**config.mk**
```make
export PLATFORM = sky130hd
export DESIGN_NAME = pc_next_unit
export DESIGN_NICKNAME = d
export VERILOG_FILES = /design/src/rtl/pc_next_unit.sv
export SDC_FILE = /design/constraint.sdc
export NUM_CORES = 1
export LEC_CHECK = 0
export BUFFER_PORTS_ARGS = -buffer_cell sky130_fd_sc_hd__buf_2
export CAP_MARGIN = 20
export CORE_UTILIZATION = 41
export DETAILED_ROUTE_END_ITERATION = 16
export PLACE_DENSITY = 0.86
export SLEW_MARGIN = 25
export SYNTH_ARGS = -nofsm -noshare
export SYNTH_HDL_FRONTEND = slang
export SYNTH_SLANG_ARGS = --single-unit
```
**constraint.sdc**
```tcl
create_clock -name clk -period 1.9 [get_ports clk]
set_input_delay 0.38 -clock clk [delete_from_list [all_inputs] [get_ports clk]]
set_output_delay 0.38 -clock clk [all_outputs]
set_load 0.1 [all_outputs]
```
**src/rtl/pc_next_unit.sv**
```systemverilog
// -----------------------------------------------------------------------------
// pc_next_unit
//
// Purpose:
//    Program-counter update unit. Holds the registered PC and exception PC and
//    decides each cycle whether the PC is loaded from one of NSRC sources,
//    redirected to the exception vector, or held. A small two-state FSM
//    (RUN / FAULT) parks the unit after a misaligned branch target when the
//    optional alignment check is built in.
//
// Parameters:
//    WIDTH         PC, EPC and per-source data width
//    NSRC          number of PC sources (2..16)
//    RESET_VECTOR  PC value loaded on reset
//    EXC_VECTOR    PC value loaded on an exception redirect
//
// Ports:
//    clk            in   single clock, rising edge
//    reset          in   synchronous active-high reset
//    sel            in   source index, max(1,clog2(NSRC)) bits
//    src_data       in   flattened sources, source i at [i*WIDTH +: WIDTH]
//    pc_write       in   unconditional PC load request
//    pc_write_cond  in   PC load request gated by cond_zero
//    cond_zero      in   branch condition (ALU zero)
//    exc_req        in   exception redirect request
//    fault_clr      in   leave the FAULT state
//    pc_out         out  registered program counter
//    epc_out        out  registered exception PC
//    pc_updated     out  one-cycle pulse after every PC load/redirect
//    fault          out  high while in FAULT
//    sel_err        out  one-cycle pulse after a load with out-of-range sel
//
// Build option:
//    PC_NEXT_ALIGN_CHECK_EN  when defined, a load whose target has nonzero
//                            low two bits is refused and the unit enters
//                            FAULT. When undefined, targets load verbatim,
//                            FAULT is unreachable and fault is tied low.
// -----------------------------------------------------------------------------
module pc_next_unit #(
    parameter int               WIDTH        = 32,
    parameter int               NSRC         = 4,
    parameter logic [WIDTH-1:0] RESET_VECTOR = '0,
    parameter logic [WIDTH-1:0] EXC_VECTOR   = 32'h0000_00FD,
    localparam int              SW           = (NSRC <= 2) ? 1 : $clog2(NSRC)
) (
    input  logic                  clk,
    input  logic                  reset,
    input  logic [SW-1:0]         sel,
    input  logic [NSRC*WIDTH-1:0] src_data,
    input  logic                  pc_write,
    input  logic                  pc_write_cond,
    input  logic                  cond_zero,
    input  logic                  exc_req,
    input  logic                  fault_clr,
    output logic [WIDTH-1:0]      pc_out,
    output logic [WIDTH-1:0]      epc_out,
    output logic                  pc_updated,
    output logic                  fault,
    output logic                  sel_err
);

    typedef enum logic {
        ST_RUN   = 1'b0,
        ST_FAULT = 1'b1
    } state_t;

    state_t           state_q;
    state_t           state_d;
    logic [WIDTH-1:0] pc_d;
    logic [WIDTH-1:0] epc_d;
    logic             updated_d;
    logic             err_d;
    logic             upd;
    logic [WIDTH-1:0] target;
    logic             sel_valid;

    assign upd = pc_write | (pc_write_cond & cond_zero);

    // Source mux. Matching sel against each legal index (instead of slicing
    // with sel directly) keeps an out-of-range sel from reading past the bus
    // and yields the range check as a by-product.
    always_comb begin
        target    = '0;
        sel_valid = 1'b0;
        for (int i = 0; i < NSRC; i++) begin
            if (sel == SW'(i)) begin
                target    = src_data[i*WIDTH +: WIDTH];
                sel_valid = 1'b1;
            end
        end
    end

    // State register plus the PC/EPC datapath and the one-cycle pulses.
    always_ff @(posedge clk) begin
        if (reset) begin
            state_q    <= ST_RUN;
            pc_out     <= RESET_VECTOR;
            epc_out    <= '0;
            pc_updated <= 1'b0;
            sel_err    <= 1'b0;
        end else begin
            state_q    <= state_d;
            pc_out     <= pc_d;
            epc_out    <= epc_d;
            pc_updated <= updated_d;
            sel_err    <= err_d;
        end
    end

    // Next-state and next-datapath decision. The if/else chain encodes the
    // priority: exception, then FAULT handling (fault_clr or hold), then the
    // sel range check, the optional alignment check, and finally the load.
    // fault_clr only matters in FAULT, so in RUN a load proceeds normally.
    always_comb begin
        state_d   = state_q;
        pc_d      = pc_out;
        epc_d     = epc_out;
        updated_d = 1'b0;
        err_d     = 1'b0;
        if (exc_req) begin
            pc_d      = EXC_VECTOR;
            epc_d     = pc_out;
            state_d   = ST_RUN;
            updated_d = 1'b1;
        end else if (state_q == ST_FAULT) begin
            if (fault_clr) begin
                state_d = ST_RUN;
            end
        end else if (upd) begin
            if (!sel_valid) begin
                err_d = 1'b1;
`ifdef PC_NEXT_ALIGN_CHECK_EN
            end else if (target[1:0] != 2'b00) begin
                epc_d   = pc_out;
                state_d = ST_FAULT;
`endif
            end else begin
                pc_d      = target;
                updated_d = 1'b1;
            end
        end
    end

    // Output decode of the FSM.
    always_comb begin
`ifdef PC_NEXT_ALIGN_CHECK_EN
        fault = (state_q == ST_FAULT);
`else
        fault = 1'b0;
`endif
    end

endmodule
```
== Word level (Yosys, flattened, before mapping) ==
Cells that the tools add are included.

* Bits in registers: 67
* RAM bits: 0
* Latch bits: 0
* Output and inout bits: 67
* Memories: 0
* ROM bits: 0
* Input bits: 137
* Logic and storage cells: 40

* Order comparisons: 0
* Eq/ne operators: 4
* Add/sub/neg operators: 0
* Shift-type cells: 0
* Bitwise operators: 4
* Divide/modulo/power cells: 0
* Reduce and logical (&&, ||, !) cells: 8
* Multipliers: 0
* Multiplexer cells: 18

{| class="wikitable"
|+ Operators by type and width
! operator !! count
|-
| $mux W32 || 4
|-
| $mux W8 || 4
|-
| $mux W1 || 10
|-
| $reduce_and A3 Y1 || 2
|-
| $eq A2 B2 Y1 const B || 2
|-
| $reduce_bool A2 Y1 || 2
|-
| $reduce_or A4 Y1 || 1
|-
| $reduce_or A3 Y1 || 1
|-
| $eq A2 B1 Y1 const B || 1
|-
| $logic_not A2 Y1 || 1
|-
| $ne A2 B2 Y1 const B || 1
|-
| $not A1 Y1 || 2
|-
| $reduce_or A2 Y1 || 1
|-
| $and A1 B1 Y1 || 1
|-
| $or A1 B1 Y1 || 1
|}

== Longest topological paths before layout ==
* Depth after elaboration: 9
* Gate-level depth with buffers: 5

== Worst setup path before layout ==
Ideal clock, no wire load.

* Path type: input to register
* From: input port sel[0]
* To: register pc_out[26]
* Setup time: 119 ps
* Arrival time: 1319 ps
* Slack: 462 ps
* Cell stages on the path: 4
* Data required time: 1781 ps
* Cells stage by stage: buf_6 -> buf_12 -> mux4_2 -> a22o_1

* Cells in the longest elaborated chain, start to end: 6

{| class="wikitable"
|+ RTL lines
! element !! line !! RTL
|-
| from (decl) || 48 || <nowiki>input logic [SW-1:0] sel,</nowiki>
|-
| $logic_not A2 Y1 || 86 || <nowiki>if (sel == SW'(i)) begin</nowiki>
|-
| $mux W1 (4 in series) || 86 ||
|-
| $reduce_and A3 Y1 (no line) || - ||
|-
| to (signal assigned) || 103 || <nowiki>pc_out <= pc_d;</nowiki>
|-
| to (decl) || 55 || <nowiki>output logic [WIDTH-1:0] pc_out,</nowiki>
|}

Several ways; a longest one is shown, not always the timed one.
A chain may end at the register's enable or synchronous reset.

== Worst setup path in the final report ==
* From: register pc_out[2]
* To: output port pc_out[2]

No word-level cell between the ends.

==> metrics.md <==
| Metric | Value |
|---|---|
| Most frequent cells in the layout | `202 x buf_2, 67 x dfxtp_1, 40 x nor2_1` |
| Residual DRC count | `0` |
| Synth async-reset ratio | `0` |
| Number of fill cells | `636` |
| Total power divided by cell area | `818 mW/mm^2` |
| R2R depth | `2` |
| Insertion delay of the later-clocked pin in the worst-skew pair | `0.32 ns` |
| Diodes inserted | `0` |
| Total track usage | `0.225` |
| DRT Pass-1 Iters | `5` |
| Number of storage elements in the synthesis netlist | `67` |
| Number of placed cells counting well taps | `529` |
| Crit path required time | `1.52 ns` |
| Post-route cell area | `0.00434 mm^2` |
| Critical path buffers and inverters | `1` |
| Count of yosys warnings during synthesis | `0` |
| Initial DRC Count | `82` |
| Final WL | `8.81 mm` |
| Unrepaired setup endpoints after global routing | `no` |
| Antenna violation net count after detailed routing | `0` |
| Flop-to-flop setup slack | `0.48 ns` |
| Cts repair resizes | `0` |
| Number of endpoints with negative hold slack in the final report | `0` |
| Initial Util | `0.425` |
| Worst-case clock buffer depth | `2` |
| Maximum number of pins on one net before global-route repair | `33` |
| GR Overflow Total | `0` |
| Final-report max-slew violation count | `0` |
| Chip width | `88.7 um` |
| Share of post-route cells with drive strength above 1 | `0.561` |
| Critical Path Sink | `pc_out[2]` |
| Root buffer selected by CTS | `clkbuf_8` |
| Via count | `2869` |
| Core region area | `0.00725 mm^2` |
| Period utilization | `0.818` |
| Depth of the critical timing path with buffers and inverters included | `1` |
| Number of distinct library cells after synthesis | `20` |
| Number of global-route vias before repair | `2726` |
| CP Launch Type | `flip-flop` |
| # IOs | `204` |
| Post-DP Area | `0.00417 mm^2` |
| Final non-filler cell total | `545` |
| Routed wire per std cell | `16.2 um` |
| Nature of the critical path endpoint | `output port` |
| Hold buffer count at cts | `0` |
| Setup bufs post-CTS | `0` |
| Post-synthesis sequential area ratio | `0.436` |
| Reg2reg end | `pc_out[5]` |
| First-pass GRT wire length | `13.0 mm` |
| Number of rows in the core area | `31` |
| Largest fanout on the critical path | `3` |
| Placer congestion estimate | `0.839` |
| Average footprint of a synthesized cell | `12.7 um^2` |
| Worst Tran Pin Value | `0.779 ns` |
| Post-DP HPWL | `6.81 mm` |
| Count of buffers inserted at the top-level ports | `202` |
| Clock skew | `0.00645 ns` |
| Result of the run | `completed` |
| Launch point of the critical path | `pc_out[2]` |
| Clock slew seen by the registers of the worst setup and hold paths | `0.07 ns` |
| Post-detailed-route via-to-cell ratio | `5.26` |
| Maximum single-stage delay on the critical path | `0.45 ns` |
| Number of flops mapped to enable cells by yosys | `0` |
| CTS buffer count | `9` |
| Dominant delay contributor by cell family on the critical path | `buffers and inverters` |
| Shortest clock period the worst path allows after layout | `1.55 ns` |
| Flip-flop cell with the highest count after synthesis | `dfxtp_1` |
| Max Fclk | `644 MHz` |
| CTS H-tree depth | `3` |
| Post-synthesis cell area | `0.00308 mm^2` |
| Antenna violations before repair | `0` |
| Type of the setup path with the least slack | `reg -> out` |
| Number of violations of the max-capacitance limit | `0` |
| Clock sinks | `67` |
| Area growth syn-to-layout | `41.0%` |
| IR drop worst, VDD | `0.446 mV` |
| Startpoint of the worst-slack reg-to-reg timing path | `state_q` |
| Die Footprint | `0.00786 mm^2` |
| Headroom to the max-slew limit | `0.477` |
| Smallest hold slack | `0.219 ns` |
| Cell with the biggest individual delay on the critical path | `buf_2` |
| Number of nets in the layout | `578` |
| Cell leakage power | `2.22 nW` |
| TritonCTS clock tree | `built` |
| Worst hold path type | `in -> reg` |
| Most common library cell in the layout ignoring fill and taps | `buf_2` |
| Instance count of the mapped netlist | `242` |
| Final setup TNS | `0 ns` |
| Arrival @ worst endpoint | `1.17 ns` |
| Cell-by-cell listing of the critical path | `buf_2` |
| Die Span Y | `88.7 um` |
| Number of setup violations in the final report | `0` |
where the power goes:
group | switching (W) | internal [W] | total, W
Combinational | 0.000680 | 0.000320 | 0.00100
Clock | 0.000494 | 0.000543 | 0.00104
Sequential | 0.0000425 | 0.00147 | 0.00151
through the flow:
stage / power [W] / util / setup slack (ns)
floorplan: 0.00229 / - / 0.462
global placement: 0.00253 / 0.575 / 0.278
detailed placement: 0.00255 / 0.575 / 0.214
CTS: 0.00359 / 0.598 / 0.332
global route: 0.00371 / 0.598 / 0.289
finish: 0.00355 / 0.598 / 0.346
metal layers:
metal	wire (um)	vias to the layer above	GRT usage
met4	150	0	0.0821
met3	599	15	0.0560
met2	4590	144	0.384
li1	-	1313	-
met1	3460	1397	0.275
met5	0	-	0
worst min-delay path by stage:
stage | startpoint | endpoint | slack, ns | depth (start not counted)
2_1_floorplan | fault_clr | state_q | 0.46 | 1
3_3_place_gp | epc_out[8] | epc_out[8] | 0.47 | 2
3_5_place_dp | epc_out[6] | epc_out[6] | 0.48 | 2
4_1_cts | fault_clr | state_q | 0.20 | 2
5_1_grt | fault_clr | state_q | 0.21 | 2
6_report | fault_clr | state_q | 0.22 | 2
worst register-to-register path: cells and delay by family (launching register included):
| family | cells | cell delay, ns |
|---|---|---|
| simple gates | 1 | 0.66 |
| flops | 1 | 0.37 |
| compound gates | 1 | 0.23 |
cell usage after synthesis (2+ instances only):
cell | count | area [um^2]
buf_6 | 3 | 33.8
a221oi_1 | 7 | 61.3
buf_2 | 9 | 45.0
inv_1 | 8 | 30.0
nor2_1 | 40 | 150
dfxtp_1 | 67 | 1340
buf_4 | 3 | 22.5
clkbuf_1 | 7 | 26.3
mux2i_1 | 32 | 320
a21oi_1 | 2 | 10.0
mux4_1 | 7 | 184
mux4_2 | 25 | 563
a22o_1 | 25 | 219
registers in the layout (all words and copies together) (netlist names):
register,flops
pc_out,32
pc_updated,1
sel_err,1
state_q,1
epc_out,32
cells by family (layout without fill, tap and decap cells):
| logic type | after synthesis | in the layout | synth area share |
|---|---|---|---|
| AOI/OAI and AO/OA | 35 | 35 | 0.0967 |
| buffers and inverters | 31 | 234 | 0.0577 |
| DFF | 67 | 67 | 0.436 |
| muxes | 64 | 64 | 0.347 |
| other | 1 | 2 | 0.00122 |
| and+or+nand+nor | 44 | 44 | 0.0622 |
cell type report:
cell class / count / area [um^2] / area share
multi-input cells: 145 / 1560 / 0.360
repair buffers: 210 / 1110 / 0.255
clock inverters: 2 / 10.0 / 0.00231
clock buffers: 14 / 163 / 0.0375
flip-flops and latches: 67 / 1340 / 0.309
well taps: 99 / 124 / 0.0285
inverters: 8 / 30.0 / 0.00692
(Power assumes the default switching activity.)
